==> src/rtl/axi_pkg.sv <==
// Shared AXI4 encodings and constant fields used by the configuration master.
package axi_pkg;

    // Response codes carried on BRESP/RRESP and forwarded to the requester.
    typedef enum logic [1:0] {
        RESP_OKAY   = 2'b00,
        RESP_EXOKAY = 2'b01,
        RESP_SLVERR = 2'b10,
        RESP_DECERR = 2'b11
    } axi_resp_e;

    // Burst type encodings.
    typedef enum logic [1:0] {
        BURST_FIXED = 2'b00,
        BURST_INCR  = 2'b01,
        BURST_WRAP  = 2'b10
    } axi_burst_e;

    // Modifiable, bufferable; unprivileged, secure, data access.
    localparam logic [3:0] CACHE_DEFAULT = 4'b0011;
    localparam logic [2:0] PROT_DEFAULT  = 3'b000;

    // Bytes-per-beat encoding for a full-width single beat.
    function automatic logic [2:0] axi_size(input int strb_width);
        return 3'($clog2(strb_width));
    endfunction

    // A response whose ID or framing is wrong cannot be trusted, so it is
    // reported as a slave error regardless of what the slave claimed.
    function automatic logic [1:0] resolve_resp(input logic      id_match,
                                                input logic      framing_ok,
                                                input logic [1:0] resp);
        return (id_match && framing_ok) ? resp : RESP_SLVERR;
    endfunction

endpackage

==> src/rtl/axi_config_master.sv <==
// Single-beat AXI4 master: converts one register read/write request at a
// time into an AXI4 transaction and returns exactly one response for it.
module axi_config_master
    import axi_pkg::*;
#(
    parameter int          ADDR_WIDTH = 32,
    parameter int          DATA_WIDTH = 32,
    parameter int          STRB_WIDTH = DATA_WIDTH / 8,
    parameter int          ID_WIDTH   = 8,
    parameter int unsigned AXI_ID     = 0
) (
    input  logic                  clk,
    input  logic                  rst,

    // Request port
    input  logic                  req_valid,
    output logic                  req_ready,
    input  logic                  req_write,
    input  logic [ADDR_WIDTH-1:0] req_addr,
    input  logic [DATA_WIDTH-1:0] req_wdata,
    input  logic [STRB_WIDTH-1:0] req_wstrb,

    // Response port
    output logic                  rsp_valid,
    input  logic                  rsp_ready,
    output logic                  rsp_write,
    output logic [DATA_WIDTH-1:0] rsp_rdata,
    output logic [1:0]            rsp_resp,

    // Write address channel
    output logic [ID_WIDTH-1:0]   m_axi_awid,
    output logic [ADDR_WIDTH-1:0] m_axi_awaddr,
    output logic [7:0]            m_axi_awlen,
    output logic [2:0]            m_axi_awsize,
    output logic [1:0]            m_axi_awburst,
    output logic                  m_axi_awlock,
    output logic [3:0]            m_axi_awcache,
    output logic [2:0]            m_axi_awprot,
    output logic [3:0]            m_axi_awqos,
    output logic [3:0]            m_axi_awregion,
    output logic                  m_axi_awvalid,
    input  logic                  m_axi_awready,

    // Write data channel
    output logic [DATA_WIDTH-1:0] m_axi_wdata,
    output logic [STRB_WIDTH-1:0] m_axi_wstrb,
    output logic                  m_axi_wlast,
    output logic                  m_axi_wvalid,
    input  logic                  m_axi_wready,

    // Write response channel
    input  logic [ID_WIDTH-1:0]   m_axi_bid,
    input  logic [1:0]            m_axi_bresp,
    input  logic                  m_axi_bvalid,
    output logic                  m_axi_bready,

    // Read address channel
    output logic [ID_WIDTH-1:0]   m_axi_arid,
    output logic [ADDR_WIDTH-1:0] m_axi_araddr,
    output logic [7:0]            m_axi_arlen,
    output logic [2:0]            m_axi_arsize,
    output logic [1:0]            m_axi_arburst,
    output logic                  m_axi_arlock,
    output logic [3:0]            m_axi_arcache,
    output logic [2:0]            m_axi_arprot,
    output logic [3:0]            m_axi_arqos,
    output logic [3:0]            m_axi_arregion,
    output logic                  m_axi_arvalid,
    input  logic                  m_axi_arready,

    // Read data channel
    input  logic [ID_WIDTH-1:0]   m_axi_rid,
    input  logic [DATA_WIDTH-1:0] m_axi_rdata,
    input  logic [1:0]            m_axi_rresp,
    input  logic                  m_axi_rlast,
    input  logic                  m_axi_rvalid,
    output logic                  m_axi_rready
);

    typedef enum logic [2:0] {
        IDLE,
        WRITE,
        WRESP,
        RADDR,
        RDATA,
        RESP
    } state_e;

    localparam logic [ID_WIDTH-1:0] ID_L     = ID_WIDTH'(AXI_ID);
    localparam logic [2:0]          SIZE_L   = axi_size(STRB_WIDTH);

    state_e                  state_q;
    logic                    req_ready_q;
    logic                    aw_valid_q;
    logic                    w_valid_q;
    logic                    b_ready_q;
    logic                    ar_valid_q;
    logic                    r_ready_q;
    logic                    rsp_valid_q;
    logic                    rsp_write_q;
    logic [DATA_WIDTH-1:0]   rsp_rdata_q;
    logic [1:0]              rsp_resp_q;

    logic [ADDR_WIDTH-1:0]   addr_q;
    logic [DATA_WIDTH-1:0]   wdata_q;
    logic [STRB_WIDTH-1:0]   wstrb_q;

    logic [1:0]              b_resp_d;
    logic [1:0]              r_resp_d;
    logic                    aw_done_d;
    logic                    w_done_d;

    // Response checking and write-channel completion tracking.
    always_comb begin
        b_resp_d  = resolve_resp(m_axi_bid == ID_L, 1'b1, m_axi_bresp);
        r_resp_d  = resolve_resp(m_axi_rid == ID_L, m_axi_rlast, m_axi_rresp);
        // A channel is done if it already handshook or handshakes this cycle,
        // so AW and W may complete in either order or together.
        aw_done_d = !aw_valid_q || m_axi_awready;
        w_done_d  = !w_valid_q  || m_axi_wready;
    end

    // Request payload capture on acceptance.
    // NOTE: the payload registers carry no reset; they are only observed while
    // a valid they belong to is high, and every valid is reset.
    always_ff @(posedge clk) begin
        if (state_q == IDLE && req_valid) begin
            addr_q  <= req_addr;
            wdata_q <= req_wdata;
            wstrb_q <= req_wstrb;
        end
    end

    // Transaction FSM with registered channel valids/readies and response.
    // NOTE: non-blocking assignments throughout, so every output reflects the
    // state entered at this edge and no AXI input reaches an AXI output
    // combinationally.
    always_ff @(posedge clk or posedge rst) begin
        if (rst) begin
            state_q     <= IDLE;
            req_ready_q <= 1'b1;
            aw_valid_q  <= 1'b0;
            w_valid_q   <= 1'b0;
            b_ready_q   <= 1'b0;
            ar_valid_q  <= 1'b0;
            r_ready_q   <= 1'b0;
            rsp_valid_q <= 1'b0;
            rsp_write_q <= 1'b0;
            rsp_rdata_q <= '0;
            rsp_resp_q  <= RESP_OKAY;
        end else begin
            unique case (state_q)
                IDLE: begin
                    if (req_valid) begin
                        req_ready_q <= 1'b0;
                        if (req_write) begin
                            aw_valid_q <= 1'b1;
                            w_valid_q  <= 1'b1;
                            state_q    <= WRITE;
                        end else begin
                            ar_valid_q <= 1'b1;
                            state_q    <= RADDR;
                        end
                    end
                end
                WRITE: begin
                    if (m_axi_awready) begin
                        aw_valid_q <= 1'b0;
                    end
                    if (m_axi_wready) begin
                        w_valid_q <= 1'b0;
                    end
                    if (aw_done_d && w_done_d) begin
                        b_ready_q <= 1'b1;
                        state_q   <= WRESP;
                    end
                end
                WRESP: begin
                    if (m_axi_bvalid) begin
                        b_ready_q   <= 1'b0;
                        rsp_valid_q <= 1'b1;
                        rsp_write_q <= 1'b1;
                        rsp_rdata_q <= '0;
                        rsp_resp_q  <= b_resp_d;
                        state_q     <= RESP;
                    end
                end
                RADDR: begin
                    if (m_axi_arready) begin
                        ar_valid_q <= 1'b0;
                        r_ready_q  <= 1'b1;
                        state_q    <= RDATA;
                    end
                end
                RDATA: begin
                    // The beat is consumed even when rlast is wrong; the
                    // error is reported through the response code instead.
                    if (m_axi_rvalid) begin
                        r_ready_q   <= 1'b0;
                        rsp_valid_q <= 1'b1;
                        rsp_write_q <= 1'b0;
                        rsp_rdata_q <= m_axi_rdata;
                        rsp_resp_q  <= r_resp_d;
                        state_q     <= RESP;
                    end
                end
                RESP: begin
                    if (rsp_ready) begin
                        rsp_valid_q <= 1'b0;
                        req_ready_q <= 1'b1;
                        state_q     <= IDLE;
                    end
                end
                default: begin
                    state_q <= IDLE;
                end
            endcase
        end
    end

    assign req_ready      = req_ready_q;
    assign rsp_valid      = rsp_valid_q;
    assign rsp_write      = rsp_write_q;
    assign rsp_rdata      = rsp_rdata_q;
    assign rsp_resp       = rsp_resp_q;

    assign m_axi_awid     = ID_L;
    assign m_axi_awaddr   = addr_q;
    assign m_axi_awlen    = 8'd0;
    assign m_axi_awsize   = SIZE_L;
    assign m_axi_awburst  = BURST_INCR;
    assign m_axi_awlock   = 1'b0;
    assign m_axi_awcache  = CACHE_DEFAULT;
    assign m_axi_awprot   = PROT_DEFAULT;
    assign m_axi_awqos    = 4'd0;
    assign m_axi_awregion = 4'd0;
    assign m_axi_awvalid  = aw_valid_q;

    assign m_axi_wdata    = wdata_q;
    assign m_axi_wstrb    = wstrb_q;
    assign m_axi_wlast    = 1'b1;
    assign m_axi_wvalid   = w_valid_q;

    assign m_axi_bready   = b_ready_q;

    assign m_axi_arid     = ID_L;
    assign m_axi_araddr   = addr_q;
    assign m_axi_arlen    = 8'd0;
    assign m_axi_arsize   = SIZE_L;
    assign m_axi_arburst  = BURST_INCR;
    assign m_axi_arlock   = 1'b0;
    assign m_axi_arcache  = CACHE_DEFAULT;
    assign m_axi_arprot   = PROT_DEFAULT;
    assign m_axi_arqos    = 4'd0;
    assign m_axi_arregion = 4'd0;
    assign m_axi_arvalid  = ar_valid_q;

    assign m_axi_rready   = r_ready_q;

endmodule

==> config.mk <==
export PLATFORM = sky130hd
export DESIGN_NAME = axi_config_master
export DESIGN_NICKNAME = d
export VERILOG_FILES = /design/src/rtl/axi_pkg.sv /design/src/rtl/axi_config_master.sv
export SDC_FILE = /design/constraint.sdc
export NUM_CORES = 1
export LEC_CHECK = 0
export BUFFER_PORTS_ARGS = -buffer_cell sky130_fd_sc_hd__buf_2
export CORE_AREA = 2 2 136 138
export CTS_CLUSTER_DIAMETER = 150
export DETAILED_ROUTE_END_ITERATION = 12
export DIE_AREA = 0 0 138 140
export HOLD_SLACK_MARGIN = 0.03
export PLACE_DENSITY = 0.64
export SLEW_MARGIN = 25
export SYNTH_ARGS = -nofsm -noshare
export SYNTH_HDL_FRONTEND = slang
export SYNTH_SLANG_ARGS = --single-unit
==> constraint.sdc <==
create_clock -name clk -period 11.5 [get_ports clk]
set_input_delay 0.575 -clock clk [delete_from_list [all_inputs] [get_ports clk]]
set_output_delay 0.575 -clock clk [all_outputs]
set_load 0.005 [all_outputs]
# == Word level (Yosys, flattened, before mapping) ==
# Index checks and enable logic that the tools add are counted.
# op_classes
mux,40
n_eq_ne,15
reduce_logical,26
# ops
operator,n
two-way mux 32 bit,2
one-hot mux 32 bit (2 select lines),1
"inequality test 2 bit, second input constant",10
two-way mux 3 bit,6
one-hot mux 3 bit (6 select lines),1
zero test 8 bit,2
two-way mux 1 bit,16
AND reduction 4 bit,4
one-hot mux 1 bit (2 select lines),7
AND reduction 3 bit,4
nonzero test 2 bit,6
two-way mux 2 bit,5
"equality test 3 x 2 -> 1 bit, second input constant",2
"equality test 3 bit, second input constant",2
AND reduction 6 bit,1
one-hot mux 2 bit (2 select lines),1
"equality test 3 x 1 -> 1 bit, second input constant",1
logical AND 1 bit,3
zero test 3 bit,1
one-hot mux 1 bit (3 select lines),1
nonzero test 3 bit,1
zero test 1 bit,2
logical OR 1 bit,2
# word_totals
word_cells,95
output_inout_bits,217
input_bits,131
regBits,113

# == Depth between registers and ports, before layout ==
# Gate-level depths: netlist (run 1).
# logic_depth
word_depth,5
ltp_mapped,7
depth_no_buf,4

# == Worst setup path after synthesis (run 1) ==
# Ideal clock, no wire load.
# synth_path
path_kind,reg-to-reg
startpoint,register state_q[2]
endpoint,"register addr_q[0], in the netlist m_axi_araddr[0], enable pin"
setup_time_ns,0.494
required_ns,11.006
synth_period_minus_slack_ns,4.242
setup_slack_ns,7.258
n_path_buf,1
path_stages_with_launch,5
t_arrival_ns,3.748
cell_sequence,dfrtp_1 -> buf_2 -> nor2_1 -> nand2_1 -> nor2_1
# synth_between
elab_chain_len,2
# synth_lines
item,line_no,rtl
from (decl),axi_config_master.sv:92,state_e state_q;
from (signal assigned),axi_config_master.sv:140,state_q <= IDLE;
from (signal assigned),axi_config_master.sv:159,state_q <= WRITE;
from (signal assigned),axi_config_master.sv:162,state_q <= RADDR;
zero test 3 bit,axi_config_master.sv:127,if (state_q == IDLE && req_valid) begin
logical AND 1 bit,axi_config_master.sv:127,
to (signal assigned),axi_config_master.sv:128,addr_q <= req_addr;
to (decl),axi_config_master.sv:104,logic [ADDR_WIDTH-1:0] addr_q;
# No other way between the ends.
# A chain may end at the register's enable or synchronous reset.

# == Worst setup path in the final report (run 1) ==
# layout_path
startpoint,register state_q[1]
endpoint,"register addr_q[29], in the netlist m_axi_araddr[29], enable pin"
# Same word-level chain as after synthesis.

==> load_flow_metrics.sql, run 1 <==
INSERT INTO impl_metrics (metric_group, metric, value, unit) VALUES
('cts', 'clkTransAtPathRegs', '0.06', 'ns'),
('worst_setup_path', 'type_of_element_capturing_the_critical_path', 'flop', ''),
('synthesis', 'synth_warnings', '0', ''),
('sta', 'max-slew-margin-rel', '43.3', '%'),
('place', 'placement.setup.worst_slack', '9.28', 'ns'),
('sta', 'timing.final.crit_share', '19.2', '%'),
('outcome', 'status', 'finished, final reports clean', ''),
('final_layout', 'post_layout_nonfiller_instances', '835', ''),
('sta', 'setup_total_negative_slack', '0', 'ns'),
('synthesis', 'synth_enable_flop_cells', '68', ''),
('worst_setup_path', 'worst_path_max_delay_cell', 'sky130_fd_sc_hd__buf_4', ''),
('route', 'via_count', '3306', ''),
('synthesis', 'average_cell_area_after_synthesis', '14.0', 'µm²'),
('route', 'drt_iter0_drc', '138', ''),
('cts', 'cts.sinks', '113', ''),
('worst_setup_path', 'r2r-end', 'm_axi_araddr[29]', ''),
('floorplanning', 'die-area', '19300', 'µm²'),
('run', 'total_of_max_cap_violations', '0', ''),
('route', 'detail_route.wirelength', '12.2', 'mm'),
('cts', 'clockBufferDepth', '2', ''),
('worst_setup_path', 'r2r_start', 'state_q[1]', ''),
('final_layout', 'area_delta_synth_final', '34.5', '%'),
('worst_setup_path', 'worst_setup_path_start_kind', 'flop', ''),
('synthesis', 'postSynthRegisterBits', '113', ''),
('floorplanning', 'die_height', '140', 'µm'),
('floorplanning', 'ioPinCount', '348', ''),
('place', 'port-buffer-count', '272', ''),
('worst_setup_path', 'reg2regPathDepth', '4', ''),
('worst_setup_path', 'worst-endpoint-required', '11.53', 'ns'),
('sta', 'max_freq', '453', 'MHz'),
('route', 'viasPerCell', '3.96', ''),
('synthesis', 'ys_types', '41', ''),
('floorplanning', 'cell_rows', '49', ''),
('place', 'place.detailed.hpwl', '9.49', 'mm'),
('sta', 'drv_slew', '0', ''),
('grt', 'grt_overflow', '0', ''),
('synthesis', 'synth.cells.most_frequent', 'sky130_fd_sc_hd__buf_4, sky130_fd_sc_hd__edfxtp_1, sky130_fd_sc_hd__dfrtp_1', ''),
('floorplanning', 'core_area', '17800', 'µm²'),
('synthesis', 'yosysTopAreaCellShare', '42.6', '%'),
('sta', 'worst_clock_skew', '0.00860', 'ns'),
('worst_setup_path', 'cell_family_with_the_largest_share_of_critical_path_delay', 'buffers and inverters', ''),
('sta', 'grt_setup_unrepaired', 'false', ''),
('power', 'powerDensity', '236', 'nW/µm²'),
('cts', 'clock_tree_from_tritoncts', 'yes', ''),
('sta', 'hold_viol_final', '0', ''),
('worst_setup_path', 'worst-r2r-setup-slack', '9.29', 'ns'),
('grt', 'antenna_found_initial', '4', ''),
('synthesis', 'yosys-top-cells-area', 'sky130_fd_sc_hd__edfxtp_1, sky130_fd_sc_hd__dfrtp_1, sky130_fd_sc_hd__buf_4', ''),
('floorplanning', 'overall_die_width', '138', 'µm'),
('synthesis', 'seq_area_frac_synth', '66.0', '%'),
('synthesis', 'ys_async_sr_fraction', '39.8', '%'),
('worst_setup_path', 'timing.critical_path.buf_inv', '1', ''),
('place', 'placed_cell_count', '802', ''),
('route', 'drtPass1Iterations', '4', ''),
('sta', 'finalWorstPathRequiredPeriod', '2.21', 'ns'),
('grt', 'grt.total_usage', '12.1', '%'),
('floorplanning', 'initial_utilization', '27.0', '%'),
('worst_setup_path', 'critical-path-max-stage-delay', '0.66', 'ns'),
('synthesis', 'top_ff_cell_synth', 'sky130_fd_sc_hd__edfxtp_1', ''),
('final_layout', 'design.final.nets', '723', ''),
('final_layout', 'drive_above_1_share', '51.6', '%'),
('cts', 'post-cts-setup-buffer-count', '0', ''),
('synthesis', 'syn_inst', '343', ''),
('synthesis', 'synth.most_common_cell', 'sky130_fd_sc_hd__buf_4', ''),
('worst_setup_path', 'crit_type', 'flop to flop', ''),
('cts', 'ctsResizeCount', '0', ''),
('synthesis', 'yosys.area.top_type', 'sky130_fd_sc_hd__edfxtp_1', ''),
('sta', 'setup_viol_count_final', '0', ''),
('grt', 'grt_max_degree', '69', ''),
('worst_setup_path', 'cp_cell_sequence', 'nor2_1 -> nand2_1 -> nor2_4 -> buf_4', ''),
('route', 'antenna_left', '0', '');
stage by stage:
step	area, µm²	total power [µW]	utilization [%]
final	6450	1520	36.3
after global routing	6450	1610	36.3
after CTS	6450	1550	36.3
after detailed placement	5860	1020	33.0
after global placement	5860	1020	33.0
after floorplan	5070	894	-
cell families (layout without fill, tap and decap cells):
group           count (synthesis)  after routing  synth area share [%]
compound gates                 64             64                  10.1
simple gates                   37             37                  4.17
mux                             2              2                 0.443
buf+inv                       125            314                  19.0
flops                         113            113                  66.0
other cells                     2             76                 0.157
registers in the layout, indices dropped and copies added, names as in the netlist:
signal,cells
rsp_valid,1
m_axi_bready,1
rsp_rdata,32
req_ready,1
rsp_resp,2
m_axi_araddr,32
m_axi_awvalid,1
m_axi_wvalid,1
m_axi_wdata,32
m_axi_arvalid,1
m_axi_wstrb,4
rsp_write,1
m_axi_rready,1
state_q,3
layout make-up:
cell class                 count  area [µm²]
antenna                        1        2.50
multi-input combinational    178         997
inverter                       7        27.5
sequential                   113        3170
clock inverter                14         156
timing repair buffer         275        1380
tap                          229         287
fill                        1803       11300
clock buffer                  18         429
per-layer routing:
metal / GRT usage, % / wire length, µm
met1: 12.3 / 4250
met2: 22.7 / 6850
met3: 4.79 / 1040
met4: 3.81 / 85
met5: 0 / 13
cell usage in the layout, fill, tap and decap left out, types with 2 or more instances in the layout:
cell type / n
sky130_fd_sc_hd__buf_2: 272
sky130_fd_sc_hd__conb_1: 75
sky130_fd_sc_hd__edfxtp_1: 68
sky130_fd_sc_hd__dfrtp_1: 44
sky130_fd_sc_hd__a22o_1: 32
sky130_fd_sc_hd__clkbuf_16: 17
sky130_fd_sc_hd__a21oi_1: 9
sky130_fd_sc_hd__nor2_1: 8
sky130_fd_sc_hd__nand2_1: 7
sky130_fd_sc_hd__inv_1: 6
sky130_fd_sc_hd__o21ai_0: 6
sky130_fd_sc_hd__clkinv_4: 6
sky130_fd_sc_hd__nand2b_1: 4
sky130_fd_sc_hd__o22ai_1: 4
sky130_fd_sc_hd__clkinv_2: 3
sky130_fd_sc_hd__nor2b_1: 3
sky130_fd_sc_hd__a31oi_1: 3
sky130_fd_sc_hd__inv_6: 3
sky130_fd_sc_hd__buf_4: 3
sky130_fd_sc_hd__nor3b_1: 2
sky130_fd_sc_hd__a2bb2oi_1: 2
sky130_fd_sc_hd__nor4_1: 2
sky130_fd_sc_hd__and2_1: 2
sky130_fd_sc_hd__bufinv_16: 2
worst max path at each step:
stage | start | to | slack [ns] | cells after the start
floorplan | state_q[2] | m_axi_araddr[0] | 7.26 | 4
global placement | state_q[2] | m_axi_araddr[15] | 9.33 | 4
detailed placement | state_q[2] | m_axi_araddr[4] | 9.28 | 4
CTS | state_q[2] | m_axi_araddr[29] | 9.28 | 4
global route | state_q[2] | m_axi_wdata[6] | 9.11 | 4
finish | state_q[1] | m_axi_araddr[29] | 9.29 | 4
power breakdown:
part	switching, µW	total [µW]	leakage, µW	internal (µW)
logic	193	380	0.00165	187
registers	69.0	628	0.00119	559
clock network	193	515	0.000285	322
worst register-to-register path, delay by kind of cell (launching register included):
kind | cells | cell delay (ns)
buffers and inverters | 1 | 0.66
flip-flops | 1 | 0.47
AND/OR/NAND/NOR | 3 | 0.65
Note: power is estimated with default switching activity, not from simulation.
==> run 2, diff against run 1 <==
--- a/config.mk
+++ b/config.mk
@@ -6,12 +6,12 @@
 export NUM_CORES = 1
 export LEC_CHECK = 0
 export BUFFER_PORTS_ARGS = -buffer_cell sky130_fd_sc_hd__buf_2
-export CORE_AREA = 2 2 136 138
+export CORE_AREA = 2 2 137 139
 export CTS_CLUSTER_DIAMETER = 150
 export DETAILED_ROUTE_END_ITERATION = 12
-export DIE_AREA = 0 0 138 140
+export DIE_AREA = 0 0 139 141
 export HOLD_SLACK_MARGIN = 0.03
-export PLACE_DENSITY = 0.64
+export PLACE_DENSITY = 0.63
 export SLEW_MARGIN = 25
 export SYNTH_ARGS = -nofsm -noshare
 export SYNTH_HDL_FRONTEND = slang
==> constraint.sdc (replaced) <==
create_clock -name clk -period 2.1 [get_ports clk]
set_input_delay 0.105 -clock clk [delete_from_list [all_inputs] [get_ports clk]]
set_output_delay 0.105 -clock clk [all_outputs]
set_load 0.005 [all_outputs]
==> run 2 against run 1 <==
Effect of this change:
- setup slack got worse by 9.1 ns
- clock-buffer cell count is 1 lower
- first-iteration DRC count down 1.4%
- clock skew fell by 0.0016 ns
- largest power group unchanged
- die area grew 1.4%
- register-to-register slack lost 9.1 ns
- non-clock buffer count rose by 120
- sequential cell count unchanged
- design area grew 19%
- utilization grew 5.8 points
==> load_flow_metrics.sql, run 2 (synthesis results as in run 1) <==
INSERT INTO impl_metrics (metric_group, metric, value, unit) VALUES
('sta', 'timing.final.crit_share', '89.7', '%'),
('cts', 'cts.sinks', '113', ''),
('cts', 'clkTransAtPathRegs', '0.06', 'ns'),
('cts', 'cts-buffers-inserted', '17', ''),
('place', 'post_dp_cell_area', '6000', 'µm²'),
('place', 'port-buffer-count', '272', ''),
('cts', 'ctsResizeCount', '0', ''),
('grt', 'grt.total_usage', '13.6', '%'),
('route', 'drt_iter0_drc', '136', ''),
('sta', 'worst_clock_skew', '0.00702', 'ns'),
('power', 'p_leak', '0.00365', 'µW'),
('final_layout', 'mostFrequentLayoutCell', 'sky130_fd_sc_hd__buf_2', ''),
('run', 'total_of_max_cap_violations', '0', ''),
('route', 'detail_route.wirelength', '13.9', 'mm'),
('sta', 'grt_setup_unrepaired', 'false', ''),
('place', 'placed_cell_count', '818', ''),
('min_path', 'hold_start', 'm_axi_rvalid', ''),
('final_layout', 'area_delta_synth_final', '60.2', '%'),
('floorplanning', 'initial_utilization', '26.3', '%'),
('sta', 'drv_slew', '0', ''),
('floorplanning', 'ioPinCount', '348', ''),
('final_layout', 'mostFrequentLayoutCells', 'sky130_fd_sc_hd__buf_2, sky130_fd_sc_hd__dlygate4sd3_1, sky130_fd_sc_hd__conb_1', ''),
('route', 'viasPerCell', '3.95', ''),
('cts', 'clock_latency', '0.41', 'ns'),
('cts', 'cts-root-buf', 'sky130_fd_sc_hd__clkbuf_16', ''),
('sta', 'max-slew-margin-rel', '61.3', '%'),
('floorplanning', 'core_area', '18300', 'µm²'),
('cts', 'clock_tree_from_tritoncts', 'yes', ''),
('worst_setup_path', 'cp.arrival', '2.17', 'ns'),
('worst_setup_path', 'crit_type', 'flop to flop', ''),
('worst_setup_path', 'type_of_element_capturing_the_critical_path', 'flop', ''),
('grt', 'grt_overflow', '0', ''),
('power', 'ir_drop', '535', 'µV'),
('route', 'antenna_left', '0', ''),
('power', 'powerDensity', '1140', 'nW/µm²'),
('final_layout', 'postLayoutCellArea', '7690', 'µm²'),
('cts', 'clockBufferDepth', '2', ''),
('grt', 'grt_max_degree', '46', ''),
('grt', 'via_count_of_the_first_global_routing_pass', '3746', ''),
('worst_setup_path', 'critical_path.max_fanout', '8', ''),
('sta', 'max_freq', '531', 'MHz'),
('floorplanning', 'overall_die_width', '139', 'µm'),
('min_path', 'hp-class', 'input pin to flop', ''),
('floorplanning', 'die-area', '19600', 'µm²'),
('place', 'place.detailed.hpwl', '10.0', 'mm'),
('sta', 'finalWorstPathRequiredPeriod', '1.88', 'ns'),
('sta', 'setup_viol_count_final', '0', ''),
('outcome', 'status', 'finished, final reports clean', ''),
('worst_setup_path', 'worst_setup_path_start_kind', 'flop', ''),
('cts', 'htree_num_levels', '4', ''),
('route', 'drtPass1Iterations', '4', ''),
('final_layout', 'finish.utilization', '42.1', '%'),
('route', 'via_count', '3795', ''),
('sta', 'max_slew.worst_pin.slew', '0.581', 'ns'),
('worst_setup_path', 'worst_setup_path_startpoint', 'state_q[1]', ''),
('final_layout', 'post_layout_nonfiller_instances', '960', ''),
('final_layout', 'design.final.nets', '843', ''),
('grt', 'grt_first_pass_wirelength', '20.0', 'mm'),
('floorplanning', 'die_height', '141', 'µm'),
('grt', 'antenna_found_initial', '2', ''),
('route', 'remaining_drc_errors', '0', ''),
('cts', 'post-cts-setup-buffer-count', '0', ''),
('route', 'avgRoutedWirePerCell', '14.5', 'µm'),
('place', 'place.gp.congestion', '0.853', ''),
('worst_setup_path', 'worst-endpoint-required', '2.39', 'ns'),
('sta', 'hold_viol_final', '0', ''),
('worst_setup_path', 'r2r_start', 'state_q[1]', ''),
('sta', 'hold_ws', '0.0572', 'ns'),
('final_layout', 'drive_above_1_share', '44.8', '%'),
('floorplanning', 'cell_rows', '50', '');
-- run 2: critical path: stages (launching register included) --
cell                            delay (ns)
sky130_fd_sc_hd__dfrtp_1              0.44
sky130_fd_sc_hd__buf_4                0.19
sky130_fd_sc_hd__or2_2                0.31
sky130_fd_sc_hd__o21ai_0              0.15
sky130_fd_sc_hd__o21ai_0              0.10
sky130_fd_sc_hd__dlygate4sd3_1        0.57
-- run 2: report_power, final --
| group | internal [µW] | switching (µW) | total, µW |
|---|---|---|---|
| Clock | 1850 | 1020 | 2870 |
| Combinational | 1300 | 1200 | 2510 |
| Sequential | 3060 | 353 | 3410 |
-- run 2: what timing repair did --
action                     in CTS  in global routing
hold buffers                  109                  0
setup endpoints to repair       0                  0
hold endpoints to repair      151                  0
-- run 2: stage by stage --
stage | setup TNS [ns] | total power [µW] | worst slack, ns
final | 0 | 8790 | 0.216
after global routing | 0 | 9300 | 0.159
after CTS | 0 | 8910 | 0.238
after detailed placement | 0 | 5810 | 0.241
after global placement | 0 | 5760 | 0.313
after floorplan | -7.13 | 4920 | -0.105
-- run 2: final timing paths --
path | endpoint | slack, ns | cells past startpoint
setup / recovery | m_axi_wvalid | 0.22 | 5
hold / removal | m_axi_rready | 0.06 | 4
setup reg to reg | m_axi_wvalid | 0.22 | 5
hold reg to reg | rsp_rdata[4] | 0.50 | 1
max in group asynchronous | m_axi_wvalid | 1.30 | 4
min in group asynchronous | rsp_rdata[21] | 0.40 | 4
-- run 2: per-layer routing --
layer  track usage, %  up-vias  routed length, µm
met1             14.7     1786               5260
met5                0        -                  0
li1                 -     1790                  -
met4             5.74        0                247
met3             4.76       24               1010
met2             24.2      195               7360
-- run 2: area by class of cell --
type | count | area (µm²)
diodes | 2 | 5.00
well taps | 234 | 293
clock buffers | 17 | 425
repair buffers | 395 | 2590
clock inverters | 14 | 166
multi-input cells | 178 | 1010
flip-flops and latches | 113 | 3170
inverters | 7 | 26.3
fillers | 1713 | 10600
